<file path="src/rtl/fir_tap_sequencer.sv">
// FIR tap sequencer: sample write, TAPS-cycle MAC address sequencing, result flag.
// Optional FIR_OUT_HOLD_EN holds out_valid until out_ready.
module fir_tap_sequencer #(
  parameter int TAPS    = 8,
  parameter int ADDR_W  = 3,
  parameter int MAC_LAT = 1
) (
  input  logic              clk,
  input  logic              rst,
  input  logic              in_valid,
  output logic              in_ready,
  output logic              wr_en,
  output logic [ADDR_W-1:0] wr_addr,
  output logic [ADDR_W-1:0] rd_addr,
  output logic [ADDR_W-1:0] coef_addr,
  output logic              acc_clr,
  output logic              acc_en,
  output logic              out_valid,
  input  logic              out_ready,
  output logic              busy
);

  typedef enum logic [2:0] {
    IDLE,
    LOAD,
    MAC,
    DRAIN,
    DONE
  } state_t;

  localparam logic [ADDR_W-1:0] K_LAST = ADDR_W'(TAPS - 1);
  localparam logic [2:0] D_LAST =
    3'((MAC_LAT > 0) ? MAC_LAT - 1 : 0);
  localparam bit HAS_DRAIN = (MAC_LAT > 0);

  state_t state, nstate;
  logic [ADDR_W-1:0] k, nk;
  logic [ADDR_W-1:0] wr_ptr, n_wr_ptr;
  logic [2:0] dcnt, n_dcnt;
  logic done_exit;

  logic              n_in_ready;
  logic              n_wr_en;
  logic [ADDR_W-1:0] n_wr_addr;
  logic [ADDR_W-1:0] n_rd_addr;
  logic [ADDR_W-1:0] n_coef_addr;
  logic              n_acc_clr;
  logic              n_acc_en;
  logic              n_out_valid;
  logic              n_busy;

`ifdef FIR_OUT_HOLD_EN
  assign done_exit = out_ready;
`else
  logic unused_out_ready;
  assign unused_out_ready = out_ready;
  assign done_exit = 1'b1;
`endif

  always_comb begin
    nstate   = state;
    nk       = k;
    n_dcnt   = dcnt;
    n_wr_ptr = wr_ptr;
    case (state)
      IDLE: begin
        if (in_valid && in_ready)
          nstate = LOAD;
      end
      LOAD: begin
        nstate = MAC;
        nk     = '0;
      end
      MAC: begin
        if (k == K_LAST) begin
          n_wr_ptr = wr_ptr + 1'b1;
          n_dcnt   = '0;
          nstate   = HAS_DRAIN ? DRAIN : DONE;
        end else begin
          nk = k + 1'b1;
        end
      end
      DRAIN: begin
        if (dcnt == D_LAST)
          nstate = DONE;
        else
          n_dcnt = dcnt + 1'b1;
      end
      DONE: begin
        if (done_exit)
          nstate = IDLE;
      end
      default: nstate = IDLE;
    endcase
  end

  // Outputs are registered, so they are decoded from the next state.
  always_comb begin
    n_in_ready  = (nstate == IDLE);
    n_busy      = (nstate != IDLE);
    n_wr_en     = (nstate == LOAD);
    n_acc_clr   = (nstate == LOAD);
    n_acc_en    = (nstate == MAC);
    n_out_valid = (nstate == DONE);
    n_wr_addr   = wr_addr;
    n_rd_addr   = rd_addr;
    n_coef_addr = coef_addr;
    if (nstate == LOAD)
      n_wr_addr = wr_ptr;
    if (nstate == MAC) begin
      n_coef_addr = nk;
      n_rd_addr   = wr_ptr - nk;
    end
  end

  always_ff @(posedge clk) begin
    if (rst) begin
      state     <= IDLE;
      k         <= '0;
      dcnt      <= '0;
      wr_ptr    <= '0;
      in_ready  <= 1'b0;
      wr_en     <= 1'b0;
      wr_addr   <= '0;
      rd_addr   <= '0;
      coef_addr <= '0;
      acc_clr   <= 1'b0;
      acc_en    <= 1'b0;
      out_valid <= 1'b0;
      busy      <= 1'b0;
    end else begin
      state     <= nstate;
      k         <= nk;
      dcnt      <= n_dcnt;
      wr_ptr    <= n_wr_ptr;
      in_ready  <= n_in_ready;
      wr_en     <= n_wr_en;
      wr_addr   <= n_wr_addr;
      rd_addr   <= n_rd_addr;
      coef_addr <= n_coef_addr;
      acc_clr   <= n_acc_clr;
      acc_en    <= n_acc_en;
      out_valid <= n_out_valid;
      busy      <= n_busy;
    end
  end

endmodule

</file>
<file path="config.mk">
export PLATFORM = sky130hd
export DESIGN_NAME = fir_tap_sequencer
export DESIGN_NICKNAME = d
export VERILOG_FILES = /design/src/rtl/fir_tap_sequencer.sv
export SDC_FILE = /design/constraint.sdc
export NUM_CORES = 1
export LEC_CHECK = 0
export ABC_AREA = 1
export CAP_MARGIN = 10
export CORE_MARGIN = 5
export CORE_UTILIZATION = 51
export DETAILED_ROUTE_END_ITERATION = 10
export GPL_TIMING_DRIVEN = 0
export PLACE_DENSITY = 0.83
export SYNTH_ARGS = -nofsm -noshare
export SYNTH_HDL_FRONTEND = slang
export SYNTH_SLANG_ARGS = --single-unit
</file>
<file path="constraint.sdc">
create_clock -name clk -period 2.74 [get_ports clk]
set_clock_uncertainty 0.1 [all_clocks]
set_input_delay 0.274 -clock clk [delete_from_list [all_inputs] [get_ports clk]]
set_output_delay 0.274 -clock clk [all_outputs]
set_load 0.02 [all_outputs]
</file>
After elaboration in Yosys (flattened, before gate mapping):

Index checks and enable logic that the tools add are counted.

* equal/unequal tests: 9
* reductions and logical operators: 8
* mux-type cells: 9
* add/subtract/negate cells: 4

Operators with widths (number)
* $mux W3: 6
* $pmux W3 S2: 2
* $pmux W3 S4: 1
* $add A3 B1 Y3 const B: 3
* $eq A3 B2 Y1 const B: 3
* $logic_not A3 Y1: 3
* $eq A3 B1 Y1 const B: 2
* $eq A3 B3 Y1 const B: 2
* $ne A2 B2 Y1 const B: 2
* $reduce_and A3 Y1: 1
* $reduce_bool A3 Y1: 1
* $sub A3 B3 Y3: 1
* $reduce_and A2 Y1: 1
* $reduce_bool A2 Y1: 1
* $logic_and A1 B1 Y1: 1

* input bits: 4
* logic and storage cells: 42
* flip-flop bits (word level): 26

Longest topological paths before layout:

Gate-level depths: netlist of the first run.

* depth in word-level cells: 4
* depth in mapped cells: 15
* depth with buffers taken out: 15

Worst setup path after synthesis of the first run:

OpenSTA, ideal clock, no wires.

* path kind: reg-to-reg
* start: reg k[0]
* end: reg rd_addr[2]
* arrival time: 1.955 ns
* data required time: 2.531 ns
* path buffers: 0
* stages on the path, launching flop included: 16
* library setup time: 0.109 ns
* setup slack: 0.576 ns
* path through: dfxtp_1 > ha_1 > nand2_1 > inv_1 > nor2_1 > nand3_1 > o21ai_2 > ha_1 > inv_1 > fa_1 > xor2_1 > inv_1 > nand3_1 > nand3_1 > nand2_1 > inv_1

* word-level cells in the longest chain between the ends: 4
* elaborated cells between the ends (all ways): 8
* those cells by class: 2 x add/sub; 2 x eq/ne; 4 x mux

Ends and longest elaborated chain
* start: declaration: line 37 `logic [ADDR_W-1:0] k, nk;`
* start signal: assignment: line 133 `k <= nk;`
* $add A3 B1 Y3 / $eq A3 B3 Y1 (equally long branches): line 80, 75
* $mux W3: line 75 `if (k == K_LAST) begin`
* $pmux W3 S2 (*): line 65 `case (state)`
* named net nk[0]: line 37
* $sub A3 B3 Y3 (*): line 112 `n_rd_addr = wr_ptr - nk;`
* end signal: assignment: line 139 `rd_addr <= n_rd_addr;`
* end: declaration: line 14 `output logic [ADDR_W-1:0] rd_addr,`

The timed path passes the listed nets; every way through them passes the cells marked *.
A chain may end at the register's enable or synchronous reset.

Worst setup path in the final report of the first run:

Same ends and word-level chain as after synthesis.

==> results of run 1 <==
per-layer routing:
layer	vias up	part of all wire	global-route usage
li1	508	-	-
met1	464	0.44	0.1657
met2	33	0.48	0.2452
met3	8	0.058	0.03167
met4	0	0.022	0.07285
met5	-	0	0
worst paths after layout:
kind | startpoint | to | slack [ps] | cells past startpoint
hold reg to reg | coef_addr[0]$_SDFFE_PP0N_ | coef_addr[0]$_SDFFE_PP0N_ | 380 | 2
setup / recovery | k[0]$_SDFF_PP0_ | rd_addr[2]$_SDFFE_PP0N_ | 280 | 15
hold / removal | coef_addr[0]$_SDFFE_PP0N_ | coef_addr[0]$_SDFFE_PP0N_ | 380 | 2
setup reg to reg | k[0]$_SDFF_PP0_ | rd_addr[2]$_SDFFE_PP0N_ | 280 | 15
sequential cells by signal, indices dropped and copies added, names as in the netlist, 3 cells and up:
signal     flops
rd_addr        3
wr_addr        3
k              3
state          3
coef_addr      3
dcnt           3
wr_ptr         3
metrics by stage:
| step | utilization | cell area, um^2 |
|---|---|---|
| 2_1_floorplan | - | 1155 |
| 3_3_place_gp | 0.6208 | 1360 |
| 3_5_place_dp | 0.6208 | 1360 |
| 4_1_cts | 0.6374 | 1396 |
| 5_1_grt | 0.6374 | 1396 |
| 6_report | 0.6374 | 1396 |
power groups by stage:
| stage | Sequential, uW | Combinational (uW) | Clock [uW] |
|---|---|---|---|
| final | 440 | 267 | 197 |
| after global routing | 446 | 289 | 212 |
| after CTS | 440 | 269 | 196 |
| after detailed placement | 448 | 267 | 0 |
| after global placement | 446 | 263 | 0 |
| after floorplan | 489 | 123 | 0 |
cells by family after synthesis:
logic type      after synthesis
fa+ha+maj                     6
buf+inv                      23
xor+xnor                      1
compound gates               25
flops                        26
simple gates                 67
tightest hold or removal path, delay by kind of cell, from the launching register on:
| kind | cells | cell delay [ps] |
|---|---|---|
| AOI/OAI and AO/OA | 1 | 50 |
| DFF | 1 | 340 |
| and+or+nand+nor | 1 | 60 |
Yosys cell counts:
library cell	instances	area, um^2
dfxtp_1	26	520.5
clkbuf_1	1	3.750
a21boi_2	1	11.26
fa_1	1	20.02
xor2_1	1	8.760
and2_1	1	6.260
clkinv_2	1	5.000
o21ai_0	10	50.05
a21oi_1	12	60.06
nand3_2	2	20.02
nand2_2	1	6.260
o21ai_2	1	8.760
a31oi_1	1	6.260
inv_1	19	71.32
nor2_1	26	97.59
nor2_2	1	6.260
nor2_4	4	45.04
ha_1	5	62.56
nand3_1	10	50.05
clkbuf_2	1	5.000
buf_4	1	7.510
nand2_1	22	82.58
final cells by class:
class	instances	area [um^2]	area share
Inverter	20	76.32	0.05466
Tap cell	28	35.03	0.02509
Clock buffer	4	36.28	0.02599
Timing Repair Buffer	17	170.2	0.1219
Sequential cell	26	520.5	0.3728
Multi-Input combinational cell	99	541.8	0.3880
Buffer	3	16.27	0.01165
==> impl_metrics.json, run 1 <==
{
  "status": "complete, no violations",
  "leakagePower_uw": 0.0006120,
  "slowest_delay_ps": 370,
  "synthSimpleGateAreaFrac": 0.2719,
  "first_iter_violations": 28,
  "grt_pass1_vias": 930,
  "cp-end-kind": "flop",
  "period_share": 0.8985,
  "yosys_warnings": 0,
  "p_per_area_nw_per_um2": 647.3,
  "wl_per_cell_um": 11.66,
  "layout_common_cells": "nor2_1 (26), dfxtp_1 (26), nand2_1 (22)",
  "cts_max_level": 1,
  "ios": 19,
  "cts_hold_buf": 0,
  "crit_top_cell": "inv_1",
  "setup_slack_ps": 278.1,
  "synth_fp_nets": 158,
  "clk_latency_ps": 320,
  "cpMaxStageDelayCell": "fa_1",
  "routabilityCongestion": 0.8310,
  "finalSetupViolCount": 0,
  "synth-xor-area-share": 0.007584,
  "grt.overflow.total": 0,
  "antennaDiodeCount": 0,
  "cts_inserted_buffers": 3,
  "ys_ff_latch": 26,
  "yosys.cell_types.count": 22,
  "synthAdderAreaFrac": 0.07151,
  "switchingPower_uw": 292.5,
  "port_buffers": 17,
  "vias": 1013,
  "wl_um": 2298,
  "tightest_slew_ps": 435.4,
  "ctsResizeCount": 0,
  "holdWs_ps": 376.0,
  "crit_buf_inv": 4,
  "swShare": 0.3236,
  "grt_use_total": 0.1432,
  "p_clk_frac": 0.218,
  "crit_chain": "ha_1 -> nand2_1 -> inv_1 -> nor2_1 -> nand3_1 -> o21ai_2 -> ha_1 -> inv_1 -> fa_1 -> xor2_1 -> inv_1 -> nand3_1 -> nand3_1 -> nand2_1 -> inv_1",
  "max_freq_ghz": 0.4062,
  "total_power_uw": 903.9,
  "internal-power_uw": 611.4,
  "critPathLaunchType": "flop",
  "ir_drop_uv": 403.2,
  "cpLargestDelayFamily": "adder cells",
  "cp_max_fo": 2,
  "final-instance-count-excl-fill": 197,
  "netlist_instances": 148,
  "start_util": 0.5271,
  "grt_start_max_net_pins": 15,
  "placedCellCount": 193,
  "synth_top_family_by_area": "simple AND/OR/NAND/NOR gates",
  "min_period_ps": 2462,
  "max-slew-margin-rel": 0.7098,
  "hold_viol": 0,
  "cts.clk_slew.worst_paths_ps": 140,
  "dpl.hpwl_um": 1763,
  "worstPathRequired_ps": 2880,
  "fin_tns_setup_ps": 0,
  "pre_cts_ws_ps": 332.1,
  "die_w_um": 57.59,
  "cts_root_buf": "clkbuf_4",
  "comb_power_share": 0.295,
  "fillCellCount": 189,
  "areaGrowthSynthToFinish_pct": 20.91,
  "synth_area_per_cell_um2": 7.803,
  "cts_buffer_depth": 2,
  "core_area_um2": 2191,
  "cts_tree": "yes",
  "cts_setup_buffers": 0,
  "synth_area_um2": 1155,
  "clock_sinks": 26,
  "hold_path_class": "flop to flop",
  "avgViaCountPerCell": 5.142,
  "rsz0062_at_grt": "no",
  "synth_compound_area_frac": 0.1181,
  "maxCapViolCount": 0,
  "drive_above_1_share": 0.1006,
  "ant_nets": 0,
  "fp.dieH_um": 57.59,
  "grt_pass1_wl_um": 3746,
  "drt-pass1-iter-count": 5,
  "drc": 0,
  "core.rowCount": 17,
  "synthMuxAreaShare": 0,
  "critPathArrivalTime_ps": 2600,
  "slew_violations": 0,
  "seqPwrFrac": 0.487,
  "dieArea_um2": 3316,
  "ys_seq_area_frac": 0.4507,
  "layout.nets": 180,
  "antenna_found_initial": 0,
  "critPathKind": "flop to flop"
}
No activity file was read; power rests on OpenSTA's default activity.
==> run 2: changes to the inputs <==
--- a/config.mk
+++ b/config.mk
@@ -6,12 +6,12 @@
 export NUM_CORES = 1
 export LEC_CHECK = 0
 export ABC_AREA = 1
-export CAP_MARGIN = 10
 export CORE_MARGIN = 5
 export CORE_UTILIZATION = 51
 export DETAILED_ROUTE_END_ITERATION = 10
 export GPL_TIMING_DRIVEN = 0
-export PLACE_DENSITY = 0.83
+export PLACE_DENSITY = 0.78
+export SKIP_CTS_REPAIR_TIMING = 1
 export SYNTH_ARGS = -nofsm -noshare
 export SYNTH_HDL_FRONTEND = slang
 export SYNTH_SLANG_ARGS = --single-unit
==> impl_metrics.json, run 2 (synthesis gave the netlist of run 1 again) <==
{
  "tightest_slew_ps": 429.8,
  "reg2reg_depth": 14,
  "use_met1": 0.1727,
  "max_freq_ghz": 0.4267,
  "cts_inserted_buffers": 3,
  "busiest_layer": "met2",
  "p_clk_frac": 0.183,
  "hold_depth": 2,
  "critPathArrivalTime_ps": 2480,
  "rsz0062_at_grt": "no",
  "hold_path_class": "flop to flop",
  "grt_use_met2": 0.2581,
  "dieArea_um2": 3316,
  "holdCritStartpoint": "coef_addr[1]$_SDFFE_PP0N_",
  "fillCellCount": 206,
  "min_period_ps": 2343,
  "switchingPower_uw": 282.4,
  "maxCapViolCount": 0,
  "wl_um": 2286,
  "clk_latency_ps": 320,
  "drt-pass1-iter-count": 4,
  "cts_buffer_depth": 2,
  "critPathKind": "flop to flop",
  "p_per_area_nw_per_um2": 625.0,
  "grt_use_total": 0.1506,
  "utilization": 0.6311,
  "period_share": 0.8553,
  "leakagePower_uw": 0.0006048,
  "seqPwrFrac": 0.508,
  "avgViaCountPerCell": 4.974,
  "max-slew-margin-rel": 0.7135,
  "reg2reg_from": "k[1]$_SDFF_PP0_",
  "grt_start_max_net_pins": 14,
  "fp.dieH_um": 57.59,
  "ant_nets": 0,
  "cp_max_fo": 7,
  "core.rowCount": 17,
  "die_w_um": 57.59,
  "cp-end-kind": "flop",
  "grt_use_met3": 0.02941,
  "min_to": "coef_addr[1]$_SDFFE_PP0N_",
  "vias": 975,
  "core_area_um2": 2191,
  "first_iter_violations": 30,
  "worstPathRequired_ps": 2870,
  "cts_root_buf": "clkbuf_4",
  "start_util": 0.5271,
  "critPathLaunchType": "flop",
  "grt_pass1_vias": 932,
  "clock_sinks": 26,
  "grt_pass1_wl_um": 3870,
  "finalSetupViolCount": 0,
  "layout_common_cells": "nor2_1 (26), dfxtp_1 (26), nand2_1 (22)",
  "routabilityCongestion": 0.8437,
  "swShare": 0.3268,
  "areaGrowthSynthToFinish_pct": 19.72,
  "rr_endpoint": "rd_addr[2]$_SDFFE_PP0N_",
  "cts_max_level": 1,
  "rrSetupSlack_ps": 400,
  "hold_viol": 0,
  "cts.clk_slew.worst_paths_ps": 130,
  "dpl.hpwl_um": 1804,
  "antennaDiodeCount": 0,
  "status": "complete, no violations",
  "layout.nets": 180,
  "comb_power_share": 0.309,
  "ios": 19,
  "drive_above_1_share": 0.09524,
  "slew_violations": 0,
  "cts_tree": "yes",
  "port_buffers": 17,
  "fin_tns_setup_ps": 0,
  "antenna_found_initial": 0,
  "drc": 0,
  "ir_drop_uv": 558.2,
  "internal-power_uw": 581.8,
  "wl_per_cell_um": 11.66,
  "grt.overflow.total": 0
}
==> run 2: cell types whose count changed in the layout (fill, tap and decap cells not counted) <==
cell / previous run / this run
clkbuf_8: 1 / 0
==> run 2: stage by stage <==
step	worst slack, ps	cells	area [um^2]	hold slack (ps)	total power (uW)
floorplan	576.0	148	1155	243.1	611.9
global placement	431.9	193	1360	349.6	709.9
detailed placement	413.8	193	1360	357.0	717.7
CTS	383.5	196	1383	374.7	871.5
global route	178.8	196	1383	405.1	916.3
finish	396.6	196	1383	372.8	864.1
==> run 2: worst max-delay path by stage <==
stage	start	to	slack (ps)	cells after the start
after floorplan	k[0]$_SDFF_PP0_	rd_addr[2]$_SDFFE_PP0N_	580	15
after detailed placement	k[1]$_SDFF_PP0_	rd_addr[2]$_SDFFE_PP0N_	410	14
final	k[1]$_SDFF_PP0_	rd_addr[2]$_SDFFE_PP0N_	400	14
after global routing	k[1]$_SDFF_PP0_	rd_addr[2]$_SDFFE_PP0N_	180	14
after global placement	k[0]$_SDFF_PP0_	rd_addr[2]$_SDFFE_PP0N_	430	15
after CTS	k[1]$_SDFF_PP0_	rd_addr[2]$_SDFFE_PP0N_	380	14
==> run 2: cell type report <==
type,count,area (um^2),share of cell area
repair buffers,17,170.2,0.1231
clock buffers,3,22.52,0.01629
plain buffers,3,16.27,0.01176
well taps,28,35.03,0.02534
inverters,20,76.32,0.05520
flip-flops and latches,26,520.5,0.3765
multi-input cells,99,541.8,0.3919
==> run 2: power by group through the flow <==
stage / logic [uW] / clock network, uW / registers [uW]
after global routing: 293 / 179 / 444
final: 267 / 158 / 439
after global placement: 264 / 0 / 446
after floorplan: 123 / 0 / 489
after detailed placement: 269 / 0 / 448
after CTS: 271 / 160 / 440
==> run 2: worst max-delay path: stages, from the launching register on <==
cell,delay [ps]
dfxtp_1,370
ha_1,170
nand2_1,110
nor2_4,220
nor2_4,80
o21ai_2,150
ha_1,160
inv_1,50
fa_1,370
xor2_1,170
inv_1,50
nand3_1,80
nand3_1,70
nand2_1,60
inv_1,30
==> run 2: routing by layer <==
| layer | wire, um | vias to the layer above | share of wire |
|---|---|---|---|
| li1 | - | 509 | - |
| met1 | 1003 | 439 | 0.44 |
| met2 | 1105 | 23 | 0.48 |
| met3 | 125 | 4 | 0.055 |
| met4 | 52 | 0 | 0.023 |
| met5 | 0 | - | 0 |
==> run 3: changes to the inputs <==
--- a/config.mk
+++ b/config.mk
@@ -8,8 +8,8 @@
 export ABC_AREA = 1
 export CORE_MARGIN = 5
 export CORE_UTILIZATION = 51
+export CTS_CLUSTER_DIAMETER = 200
 export DETAILED_ROUTE_END_ITERATION = 10
-export GPL_TIMING_DRIVEN = 0
 export PLACE_DENSITY = 0.78
 export SKIP_CTS_REPAIR_TIMING = 1
 export SYNTH_ARGS = -nofsm -noshare
==> impl_metrics.json, run 3 (synthesis gave the netlist of run 1 again) <==
{
  "status": "complete, no violations",
  "p_per_area_nw_per_um2": 627.2,
  "worstPathRequired_ps": 2870,
  "hold_viol": 0,
  "utilization": 0.6271,
  "antennaDiodeCount": 0,
  "crit_buf_inv": 4,
  "ios": 19,
  "cp-end-kind": "flop",
  "crit_chain": "ha_1 -> nand2_1 -> inv_1 -> nor2_1 -> nand3_1 -> o21ai_2 -> ha_1 -> inv_1 -> fa_1 -> xor2_1 -> inv_1 -> nand3_1 -> nand3_1 -> nand2_1 -> inv_1",
  "leakagePower_uw": 0.0005990,
  "vias": 1003,
  "reg2reg_depth": 15,
  "cts_tree": "yes",
  "cp_max_fo": 2,
  "fin_tns_setup_ps": 0,
  "dieArea_um2": 3316,
  "layout.nets": 178,
  "maxCapViolCount": 0,
  "dpl.hpwl_um": 1755,
  "slowest_delay_ps": 370,
  "fp.dieH_um": 57.59,
  "avgViaCountPerCell": 5.170,
  "grt_use_total": 0.1431,
  "swShare": 0.3278,
  "final_cell_area_um2": 1374,
  "cts_inserted_buffers": 3,
  "grt_pass1_vias": 914,
  "final-instance-count-excl-fill": 194,
  "min_period_ps": 2486,
  "ir_drop_uv": 409.9,
  "cpLargestDelayFamily": "adder cells",
  "grt.overflow.total": 0,
  "cts.clk_slew.worst_paths_ps": 120,
  "wl_um": 2329,
  "cts_max_level": 1,
  "drt-pass1-iter-count": 4,
  "max_freq_ghz": 0.4022,
  "clk_latency_ps": 320,
  "cp_num_cells": 15,
  "slew_violations": 0,
  "switchingPower_uw": 282.5,
  "placedCellCount": 191,
  "comb_power_share": 0.307,
  "finalSetupViolCount": 0,
  "areaGrowthSynthToFinish_pct": 18.96,
  "crit_top_cell": "inv_1",
  "die_w_um": 57.59,
  "cts_buffer_depth": 2,
  "critPathArrivalTime_ps": 2610,
  "placed_area_um2": 1351,
  "critPathKind": "flop to flop",
  "wl_per_cell_um": 12.01,
  "p_clk_frac": 0.182,
  "cts_root_buf": "clkbuf_4",
  "seqPwrFrac": 0.510,
  "clock_sinks": 26,
  "hold_depth": 2,
  "layout_common_cells": "nor2_1 (26), dfxtp_1 (26), nand2_1 (22)",
  "hold_path_class": "flop to flop",
  "grt_start_max_net_pins": 15,
  "rsz0062_at_grt": "no",
  "antenna_found_initial": 0,
  "fillCellCount": 200,
  "internal-power_uw": 579.2,
  "ant_nets": 0,
  "routabilityCongestion": 0.8297,
  "cpMaxStageDelayCell": "fa_1",
  "grt_pass1_wl_um": 3795,
  "total_power_uw": 861.7,
  "period_share": 0.9073,
  "drive_above_1_share": 0.09036,
  "start_util": 0.5271,
  "core.rowCount": 17,
  "tightest_slew_ps": 310.4,
  "max-slew-margin-rel": 0.7923,
  "core_area_um2": 2191,
  "critPathLaunchType": "flop",
  "drc": 0,
  "port_buffers": 17,
  "first_iter_violations": 12
}
run 3: cell types whose count changed in the layout (fill, tap and decap cells not counted):
cell,before,now
clkbuf_2,1,0
clkbuf_1,1,0
run 3: final cells by class:
cell class                      instances  area (um^2)  share of cell area
Multi-Input combinational cell         99        541.8              0.3944
Inverter                               20        76.32             0.05556
Clock buffer                            3        22.52             0.01639
Sequential cell                        26        520.5              0.3789
Timing Repair Buffer                   18        177.7              0.1293
Tap cell                               28        35.03             0.02550
run 3: worst paths after layout:
kind,startpoint,end,slack (ps)
max reg2reg,k[0]$_SDFF_PP0_,rd_addr[2]$_SDFFE_PP0N_,250
min reg2reg,coef_addr[1]$_SDFFE_PP0N_,coef_addr[1]$_SDFFE_PP0N_,370
min,coef_addr[1]$_SDFFE_PP0N_,coef_addr[1]$_SDFFE_PP0N_,370
max,k[0]$_SDFF_PP0_,rd_addr[2]$_SDFFE_PP0N_,250
run 3: power groups by stage:
| stage | Clock [uW] | Sequential, uW | Combinational [uW] |
|---|---|---|---|
| floorplan | 0 | 489 | 123 |
| global placement | 0 | 446 | 260 |
| detailed placement | 0 | 448 | 265 |
| CTS | 163 | 439 | 266 |
| global route | 177 | 445 | 288 |
| finish | 157 | 440 | 265 |
run 3: through the flow:
step                hold slack (ps)  worst slack (ps)
detailed placement            357.7             311.7
global placement              349.1             436.8
floorplan                     243.1             576.0
CTS                           377.4             284.1
global route                  399.9             57.84
finish                        371.3             253.9
run 3: worst register-to-register path, cell delays in order (launching register included):
cell and delay (ps):
dfxtp_1 340, ha_1 220, nand2_1 130, inv_1 90, nor2_1 180, nand3_1 160, o21ai_2 100, ha_1 160
inv_1 40, fa_1 370, xor2_1 190, inv_1 60, nand3_1 80, nand3_1 90, nand2_1 70, inv_1 30
run 3: layer usage:
| layer | vias up | track usage | share of wire |
|---|---|---|---|
| li1 | 502 | - | - |
| met1 | 474 | 0.1749 | 0.47 |
| met2 | 22 | 0.2452 | 0.48 |
| met3 | 5 | 0.02489 | 0.040 |
| met4 | 0 | 0.05960 | 0.015 |
| met5 | - | 0 | 0 |
